## src/rtl/lut_array_pkg.sv

```systemverilog
//------------------------------------------------------------------------------
// Module  : lut_array_pkg
// Brief   : Shared types and helpers for the LUT neuron array.
// Revision: 1.0 - initial release
//------------------------------------------------------------------------------
`default_nettype none

package lut_array_pkg;

    typedef enum logic [0:0] {
        ST_CLEAR = 1'b0,
        ST_RUN   = 1'b1
    } state_t;

    function automatic int table_depth(input int in_bits);
        return 1 << in_bits;
    endfunction

endpackage

`default_nettype wire

```

## src/rtl/lut_neuron_array_pipe_if.sv

```systemverilog
//------------------------------------------------------------------------------
// Module  : lut_neuron_array_pipe_if
// Brief   : Stream and table-config bundle of the LUT neuron array.
// Revision: 1.0 - initial release
//------------------------------------------------------------------------------
`default_nettype none

interface lut_neuron_array_pipe_if #(
    parameter int N_NEURONS = 4,
    parameter int IN_BITS   = 8,
    parameter int OUT_BITS  = 1,
    parameter int NIDX_W    = (N_NEURONS > 1) ? $clog2(N_NEURONS) : 1
);
    logic                          s_valid;
    logic                          s_ready;
    logic [N_NEURONS*IN_BITS-1:0]  s_data;
    logic                          m_valid;
    logic                          m_ready;
    logic [N_NEURONS*OUT_BITS-1:0] m_data;
    logic                          cfg_we;
    logic [NIDX_W-1:0]             cfg_neuron;
    logic [IN_BITS-1:0]            cfg_addr;
    logic [OUT_BITS-1:0]           cfg_wdata;
    logic                          cfg_clear;
    logic                          cfg_busy;

    modport master (
        output s_valid, s_data, m_ready, cfg_we, cfg_neuron, cfg_addr, cfg_wdata, cfg_clear,
        input  s_ready, m_valid, m_data, cfg_busy
    );

    modport slave (
        input  s_valid, s_data, m_ready, cfg_we, cfg_neuron, cfg_addr, cfg_wdata, cfg_clear,
        output s_ready, m_valid, m_data, cfg_busy
    );
endinterface

`default_nettype wire

```

## src/rtl/lut_neuron_ram.sv

```systemverilog
//------------------------------------------------------------------------------
// Module  : lut_neuron_ram
// Brief   : One neuron truth table: sync write port, async read port.
// Revision: 1.0 - initial release
//------------------------------------------------------------------------------
`default_nettype none

module lut_neuron_ram
    import lut_array_pkg::*;
#(
    parameter int IN_BITS  = 8,
    parameter int OUT_BITS = 1
) (
    input  wire logic                clk,
    input  wire logic                we,
    input  wire logic [IN_BITS-1:0]  waddr,
    input  wire logic [OUT_BITS-1:0] wdata,
    input  wire logic [IN_BITS-1:0]  raddr,
    output logic      [OUT_BITS-1:0] rdata
);
    localparam int TABLE_DEPTH = table_depth(IN_BITS);

    (* ram_style = "distributed", rom_style = "distributed" *)
    logic [OUT_BITS-1:0] mem_q [TABLE_DEPTH];

    always_ff @(posedge clk) begin
        if (we) begin
            mem_q[waddr] <= wdata;
        end
    end

    // Async read sees the pre-edge contents, so a colliding write is read-before-write.
    assign rdata = mem_q[raddr];

endmodule

`default_nettype wire

```

## src/rtl/lut_neuron_array_pipe.sv

```systemverilog
//------------------------------------------------------------------------------
// Module  : lut_neuron_array_pipe
// Brief   : Array of run-time-programmable truth-table neurons, 1-cycle stream.
// Revision: 1.0 - initial release
//------------------------------------------------------------------------------
`default_nettype none

module lut_neuron_array_pipe
    import lut_array_pkg::*;
#(
    parameter int N_NEURONS = 4,
    parameter int IN_BITS   = 8,
    parameter int OUT_BITS  = 1,
    parameter int NIDX_W    = (N_NEURONS > 1) ? $clog2(N_NEURONS) : 1
) (
    input  wire logic              clk,
    input  wire logic              rst,
    lut_neuron_array_pipe_if.slave bus
);
    localparam int               TABLE_DEPTH = table_depth(IN_BITS);
    localparam logic [IN_BITS:0] CLR_LAST    = (IN_BITS+1)'(TABLE_DEPTH - 1);
    localparam logic [IN_BITS:0] CLR_ONE     = (IN_BITS+1)'(1);

    state_t                        state_q, state_d;
    logic [IN_BITS:0]              clr_cnt_q, clr_cnt_d;
    logic                          m_valid_q, m_valid_d;
    logic [N_NEURONS*OUT_BITS-1:0] m_data_q, m_data_d;

    logic                          w_s_ready;
    logic                          w_accept;
    logic [N_NEURONS-1:0]          w_ram_we;
    logic [IN_BITS-1:0]            w_ram_waddr;
    logic [OUT_BITS-1:0]           w_ram_wdata;
    logic [N_NEURONS*OUT_BITS-1:0] w_lookup;

    assign w_s_ready = (state_q == ST_RUN) && (!m_valid_q || bus.m_ready);
    assign w_accept  = bus.s_valid && w_s_ready;

    always_comb begin
        state_d     = state_q;
        clr_cnt_d   = clr_cnt_q;
        w_ram_we    = '0;
        w_ram_waddr = bus.cfg_addr;
        w_ram_wdata = bus.cfg_wdata;
        case (state_q)
            ST_CLEAR: begin
                w_ram_we    = '1;
                w_ram_waddr = clr_cnt_q[IN_BITS-1:0];
                w_ram_wdata = '0;
                if (clr_cnt_q == CLR_LAST) begin
                    state_d   = ST_RUN;
                    clr_cnt_d = '0;
                end else begin
                    clr_cnt_d = clr_cnt_q + CLR_ONE;
                end
            end
            ST_RUN: begin
                // Out-of-range neuron indices match no table and are dropped.
                for (int n = 0; n < N_NEURONS; n++) begin
                    w_ram_we[n] = bus.cfg_we && (bus.cfg_neuron == NIDX_W'(n));
                end
                if (bus.cfg_clear) begin
                    state_d   = ST_CLEAR;
                    clr_cnt_d = '0;
                end
            end
            default: begin
                state_d   = ST_CLEAR;
                clr_cnt_d = '0;
            end
        endcase
    end

    always_comb begin
        m_valid_d = m_valid_q;
        m_data_d  = m_data_q;
        if (w_accept) begin
            m_valid_d = 1'b1;
            m_data_d  = w_lookup;
        end else if (bus.m_ready) begin
            m_valid_d = 1'b0;
        end
    end

    always_ff @(posedge clk) begin
        if (rst) begin
            state_q   <= ST_CLEAR;
            clr_cnt_q <= '0;
            m_valid_q <= 1'b0;
            m_data_q  <= '0;
        end else begin
            state_q   <= state_d;
            clr_cnt_q <= clr_cnt_d;
            m_valid_q <= m_valid_d;
            m_data_q  <= m_data_d;
        end
    end

    for (genvar n = 0; n < N_NEURONS; n++) begin : g_neuron
        lut_neuron_ram #(
            .IN_BITS  (IN_BITS),
            .OUT_BITS (OUT_BITS)
        ) u_ram (
            .clk   (clk),
            .we    (w_ram_we[n]),
            .waddr (w_ram_waddr),
            .wdata (w_ram_wdata),
            .raddr (bus.s_data[n*IN_BITS +: IN_BITS]),
            .rdata (w_lookup[n*OUT_BITS +: OUT_BITS])
        );
    end

    assign bus.s_ready  = w_s_ready;
    assign bus.m_valid  = m_valid_q;
    assign bus.m_data   = m_data_q;
    assign bus.cfg_busy = (state_q == ST_CLEAR);

endmodule

`default_nettype wire
```

## src/flat_wrapper.sv

```systemverilog
// flat-port wrapper written by rule: the top's interface ports become plain ports
module lut_neuron_array_pipe_flat import lut_array_pkg::*;
#(
    parameter int N_NEURONS = 4,
    parameter int IN_BITS   = 8,
    parameter int OUT_BITS  = 1,
    parameter int NIDX_W    = (N_NEURONS > 1) ? $clog2(N_NEURONS) : 1
)
  (clk, rst, bus_s_valid, bus_s_data, bus_m_ready, bus_cfg_we, bus_cfg_neuron, bus_cfg_addr, bus_cfg_wdata, bus_cfg_clear, bus_s_ready, bus_m_valid, bus_m_data, bus_cfg_busy);
  lut_neuron_array_pipe_if #(.N_NEURONS(N_NEURONS), .IN_BITS(IN_BITS), .OUT_BITS(OUT_BITS), .NIDX_W(NIDX_W)) bus_i ();
  input  wire logic clk;
  input  wire logic rst;
  input wire logic [$bits(bus_i.s_valid)-1:0] bus_s_valid;
  input wire logic [$bits(bus_i.s_data)-1:0] bus_s_data;
  input wire logic [$bits(bus_i.m_ready)-1:0] bus_m_ready;
  input wire logic [$bits(bus_i.cfg_we)-1:0] bus_cfg_we;
  input wire logic [$bits(bus_i.cfg_neuron)-1:0] bus_cfg_neuron;
  input wire logic [$bits(bus_i.cfg_addr)-1:0] bus_cfg_addr;
  input wire logic [$bits(bus_i.cfg_wdata)-1:0] bus_cfg_wdata;
  input wire logic [$bits(bus_i.cfg_clear)-1:0] bus_cfg_clear;
  output wire logic [$bits(bus_i.s_ready)-1:0] bus_s_ready;
  output wire logic [$bits(bus_i.m_valid)-1:0] bus_m_valid;
  output wire logic [$bits(bus_i.m_data)-1:0] bus_m_data;
  output wire logic [$bits(bus_i.cfg_busy)-1:0] bus_cfg_busy;
  assign bus_i.s_valid = bus_s_valid;
  assign bus_i.s_data = bus_s_data;
  assign bus_i.m_ready = bus_m_ready;
  assign bus_i.cfg_we = bus_cfg_we;
  assign bus_i.cfg_neuron = bus_cfg_neuron;
  assign bus_i.cfg_addr = bus_cfg_addr;
  assign bus_i.cfg_wdata = bus_cfg_wdata;
  assign bus_i.cfg_clear = bus_cfg_clear;
  assign bus_s_ready = bus_i.s_ready;
  assign bus_m_valid = bus_i.m_valid;
  assign bus_m_data = bus_i.m_data;
  assign bus_cfg_busy = bus_i.cfg_busy;
  lut_neuron_array_pipe #(.N_NEURONS(N_NEURONS), .IN_BITS(IN_BITS), .OUT_BITS(OUT_BITS), .NIDX_W(NIDX_W)) u_core (.clk(clk), .rst(rst), .bus(bus_i));
endmodule
```

## config.mk

```make
export PLATFORM = sky130hd
export DESIGN_NAME = lut_neuron_array_pipe_flat
export DESIGN_NICKNAME = d
export VERILOG_FILES = /design/src/rtl/lut_array_pkg.sv /design/src/rtl/lut_neuron_array_pipe_if.sv /design/src/rtl/lut_neuron_ram.sv /design/src/rtl/lut_neuron_array_pipe.sv /design/src/flat_wrapper.sv
export SDC_FILE = /design/constraint.sdc
export NUM_CORES = 2
export LEC_CHECK = 0
export BUFFER_PORTS_ARGS = -buffer_cell sky130_fd_sc_hd__buf_4
export CAP_MARGIN = 20
export CORE_UTILIZATION = 40
export CTS_BUF_LIST = sky130_fd_sc_hd__clkbuf_4 sky130_fd_sc_hd__clkbuf_8
export DETAILED_ROUTE_END_ITERATION = 6
export PLACE_DENSITY_LB_ADDON = 0.08
export SLEW_MARGIN = 20
export SYNTH_ARGS = -nofsm -noshare
export SYNTH_HDL_FRONTEND = slang
export SYNTH_HIERARCHICAL = 1
export SYNTH_SLANG_ARGS = --single-unit
```

## constraint.sdc

```tcl
create_clock -name clk -period 17.9 [get_ports clk]
set_input_delay 1.79 -clock clk [delete_from_list [all_inputs] [get_ports clk]]
set_output_delay 1.79 -clock clk [all_outputs]
set_load 0.02 [all_outputs]
```

==> flow_summary_export.csv <==
group,metric,value,unit
run_status,status,"finished, final reports clean",
clock_network,clock_latency,0.84,ns
placed_design,place_area,46600,µm²
power_and_ir_drop,power_frac_seq,54.0,%
synth,synth-edff-count,1024,
synth,synth_top_cell_by_area,"edfxtp_1",
clock_network,hold_buffers,0,
die,coreArea,112000,µm²
placed_design,hpwl,66400,µm
cells_and_area,nFillCells,10300,
placed_design,io_buffer_count,55,
setup_path,endpoint_kind,"flop",
min_path,min_to,"u_core/clr_cnt_q[8]$_SDFFE_PP0P_",
route,first_pass_iters,5,
die,floorplan.initialDensity,40.3,%
power_and_ir_drop,total_power,4.89,mW
die,ios,56,
route,ant_nets,0,
cells_and_area,area_growth,10.5,%
die,die_h,338,µm
synth,synth_commonest_cells,"nor2_1, edfxtp_1, mux2i_1",
synth,yosysSeqAreaShare,68.6,%
global_routing,track_usage,20.6,%
min_path,hold_path.class,"reg -> reg",
setup_path,cpPeakStageDelay,0.84,ns
global_routing,grt_start_max_net_pins,278,
timing,max_slew_margin,22.4,%
global_routing,antenna_found_initial,5,
timing,skew,0.0250,ns
clock_network,cts_root_buf,"clkbuf_8",
clock_network,cts_tree,"done",
setup_path,cp_top_family,"buffers and inverters",
setup_path,path_buf_inv,5,
timing,fmax,0.191,GHz
power_and_ir_drop,total_leakage_power,16.5,nW
synth,ys_async_sr_fraction,0,%
die,fp.dieW,338,µm
synth,yosysMostFrequentCell,"nor2_1",
setup_path,crit_fanout,131,
synth,synthMuxAreaShare,13.3,%
power_and_ir_drop,intPower,3.82,mW
timing,finalMaxSlewViolations,0,
setup_path,worstPathArrival,5.76,ns
synth,yosys-top-cells-area,"edfxtp_1, nor2_1, mux4_2",
route,post-route-drc-count,0,
power_and_ir_drop,vdd_drop_max,60.3,µV
setup_path,regToRegSetupSlack,12.99,ns
timing,worstMarginPinSlew,1.16,ns
synth,synth_fa_ha_area_share,0.0277,%
power_and_ir_drop,p_sw_share,21.9,%
clock_network,htreeDepth,4,
clock_network,cts.clk_slew.worst_paths,0.06,ns
synth,synth_xor_area_share,0,%
die,die_area,114000,µm²
setup_path,path_common_cell,"buf_4",
route,via_per_inst,5.52,
setup_path,required,18.41,ns
synth,ys.flop_type,"edfxtp_1",
cells_and_area,stdcell_count,4899,
synth,avgSynthCellArea,14.0,µm²
min_path,holdPathStages,1,
setup_path,r2r-end,"u_core/g_neuron[2].u_ram/mem_q[249]$_DFFE_PP_",
min_path,min_from,"u_core/clr_cnt_q[8]$_SDFFE_PP0P_",
power_and_ir_drop,power.density,97.8,nW/µm²
synth,synth_top_area_share,68.0,%
power_and_ir_drop,p_switching,1.07,mW
route,wl,119000,µm
route,drt-initial-drc-count,2332,
setup_path,path_class,"in -> reg",
synth,synth_compound_area_share,3.37,%
synth,yosysWarnings,6,
route,dr_total_vias,27100,
synth,yosys.area_share.simple,12.1,%
placed_design,dp_cells,4593,
synth,synth_top_family_by_area,"multiplexers",
placed_design,gp_congestion,0.756,
cells_and_area,final_nets,3323,
cells_and_area,stdcell_area,50000,µm²
setup_path,reg2reg_depth,6,
setup_path,cp_slowest_cell,"buf_4",
route,wire_per_inst,24.2,µm
clock_network,ctsResizeCount,0,
synth,synth_nets,3291,
timing,finalSetupTns,0,ns
global_routing,grt_pass1_vias,27900,
timing,final.min_clock_period,5.25,ns
power_and_ir_drop,share_comb_of_total_power,4.4,%
power_and_ir_drop,p_clk_share,41.6,%
timing,setup_viol,0,
setup_path,worstSetupStartpointType,"input port",
synth,ys_seq_elements,1039,
global_routing,grt_pass1_wl,175000,µm
clock_network,cts-buffers-inserted,177,
timing,rsz0062_at_grt,"no",
clock_network,clock_sinks,1039,
synth,synth_area,45200,µm²
clock_network,post_cts_buffers,0,
job,drv_cap,0,
timing,fin_crit_sh,29.3,%
die,rows,123,
setup_path,regToRegStartpoint,"u_core/state_q$_SDFF_PP0_",
cells_and_area,drive_gt1_share,15.5,%
synth,ys_types,44,
global_routing,overflow,0,
cells_and_area,postLayoutCoreUtil,44.5,%
synth,postSynthCellCount,3241,
timing,hold_viol,0,
clock_network,clockBufferDepth,3,
setup_path,path_cells,"buf_4 -> and2_4 -> buf_6 -> buf_4 -> buf_4 -> buf_6",
==> worst max path at each step <==
stage / cells after the start / endpoint / from / slack, ns
after floorplan: 1 / u_core/g_neuron[0].u_ram/mem_q[0]$_DFFE_PP_ / bus_cfg_wdata / 0.60
after global placement: 6 / u_core/g_neuron[1].u_ram/mem_q[218]$_DFFE_PP_ / bus_cfg_wdata / 11.65
after detailed placement: 6 / u_core/g_neuron[1].u_ram/mem_q[218]$_DFFE_PP_ / bus_cfg_wdata / 11.22
after CTS: 6 / u_core/g_neuron[2].u_ram/mem_q[203]$_DFFE_PP_ / bus_cfg_wdata / 12.13
after global routing: 6 / u_core/g_neuron[1].u_ram/mem_q[223]$_DFFE_PP_ / bus_cfg_wdata / 12.29
final: 6 / u_core/g_neuron[2].u_ram/mem_q[249]$_DFFE_PP_ / bus_cfg_wdata / 12.65
==> sequential cells by signal (all words and copies together), names as in the netlist <==
register and cells:
u_core/g_neuron.u_ram/mem_q 1024, u_core/clr_cnt_q 9, u_core/bus.m_data 4, u_core/state_q 1, u_core/bus.m_valid 1
==> per-layer routing <==
layer  track usage [%]  share of wire (%)
met1              26.8                 42
met2              34.1                 49
met3              5.05                6.9
met4              5.99                2.0
met5                 0              0.011
==> final cells by class <==
type	count	area, µm²	area share [%]
sequential	1039	31000	62.1
timing repair buffer	82	662	1.32
multi-input combinational	1967	13100	26.1
clock buffer	248	3040	6.08
tap	1500	1880	3.75
antenna	1	2.50	0.00501
clock inverter	56	279	0.558
inverter	6	22.5	0.0450
==> power by group through the flow <==
| stage | Combinational (mW) | Sequential [mW] | Clock [mW] |
|---|---|---|---|
| after global routing | 0.228 | 2.64 | 2.19 |
| after global placement | 0.216 | 2.69 | 0 |
| after detailed placement | 0.217 | 2.69 | 0 |
| after CTS | 0.218 | 2.64 | 2.10 |
| after floorplan | 0.144 | 2.69 | 0 |
| final | 0.215 | 2.64 | 2.03 |
==> stage by stage <==
stage / hold WS [ns] / worst slack (ns)
after floorplan: 0.459 / 0.599
after global placement: 0.479 / 11.65
after detailed placement: 0.495 / 11.22
after CTS: 0.502 / 12.13
after global routing: 0.521 / 12.29
final: 0.495 / 12.65
==> layout by cell type, fill, tap and decap left out, types with 5 or more instances in the layout <==
cell | netlist | final
a22o_1 | 24 | 24
a311oi_1 | 9 | 9
edfxtp_1 | 1024 | 1024
nor2b_1 | 36 | 36
nand3b_1 | 12 | 12
nor4_1 | 20 | 20
or4_1 | 5 | 5
nor3_1 | 12 | 12
mux4_2 | 168 | 168
and3_1 | 5 | 5
nand2_1 | 98 | 95
buf_4 | 20 | 74
o21ai_0 | 14 | 14
mux2i_1 | 209 | 209
buf_6 | 22 | 5
clkinv_1 | 0 | 47
dfxtp_1 | 15 | 15
a21oi_1 | 14 | 14
a2111oi_0 | 8 | 8
clkbuf_8 | 0 | 188
nand3_1 | 54 | 51
a22oi_1 | 34 | 34
nand2b_1 | 7 | 7
nand4_1 | 5 | 5
nor3b_1 | 5 | 5
o22ai_1 | 92 | 92
a31oi_1 | 14 | 14
inv_1 | 6 | 6
nor2_1 | 1083 | 1083
mux2_2 | 12 | 12
clkbuf_4 | 0 | 60
==> logic make-up (layout without fill, tap and decap cells) <==
| family | after synthesis | in the layout |
|---|---|---|
| buffers and inverters | 235 | 392 |
| other | 0 | 1 |
| multiplexers | 389 | 389 |
| AND/OR/NAND/NOR | 1355 | 1355 |
| adder cells (fa/ha/maj) | 1 | 1 |
| flip-flops | 1039 | 1039 |
| AO/OA/AOI/OAI | 222 | 222 |
No activity file was read; power rests on OpenSTA's default activity.
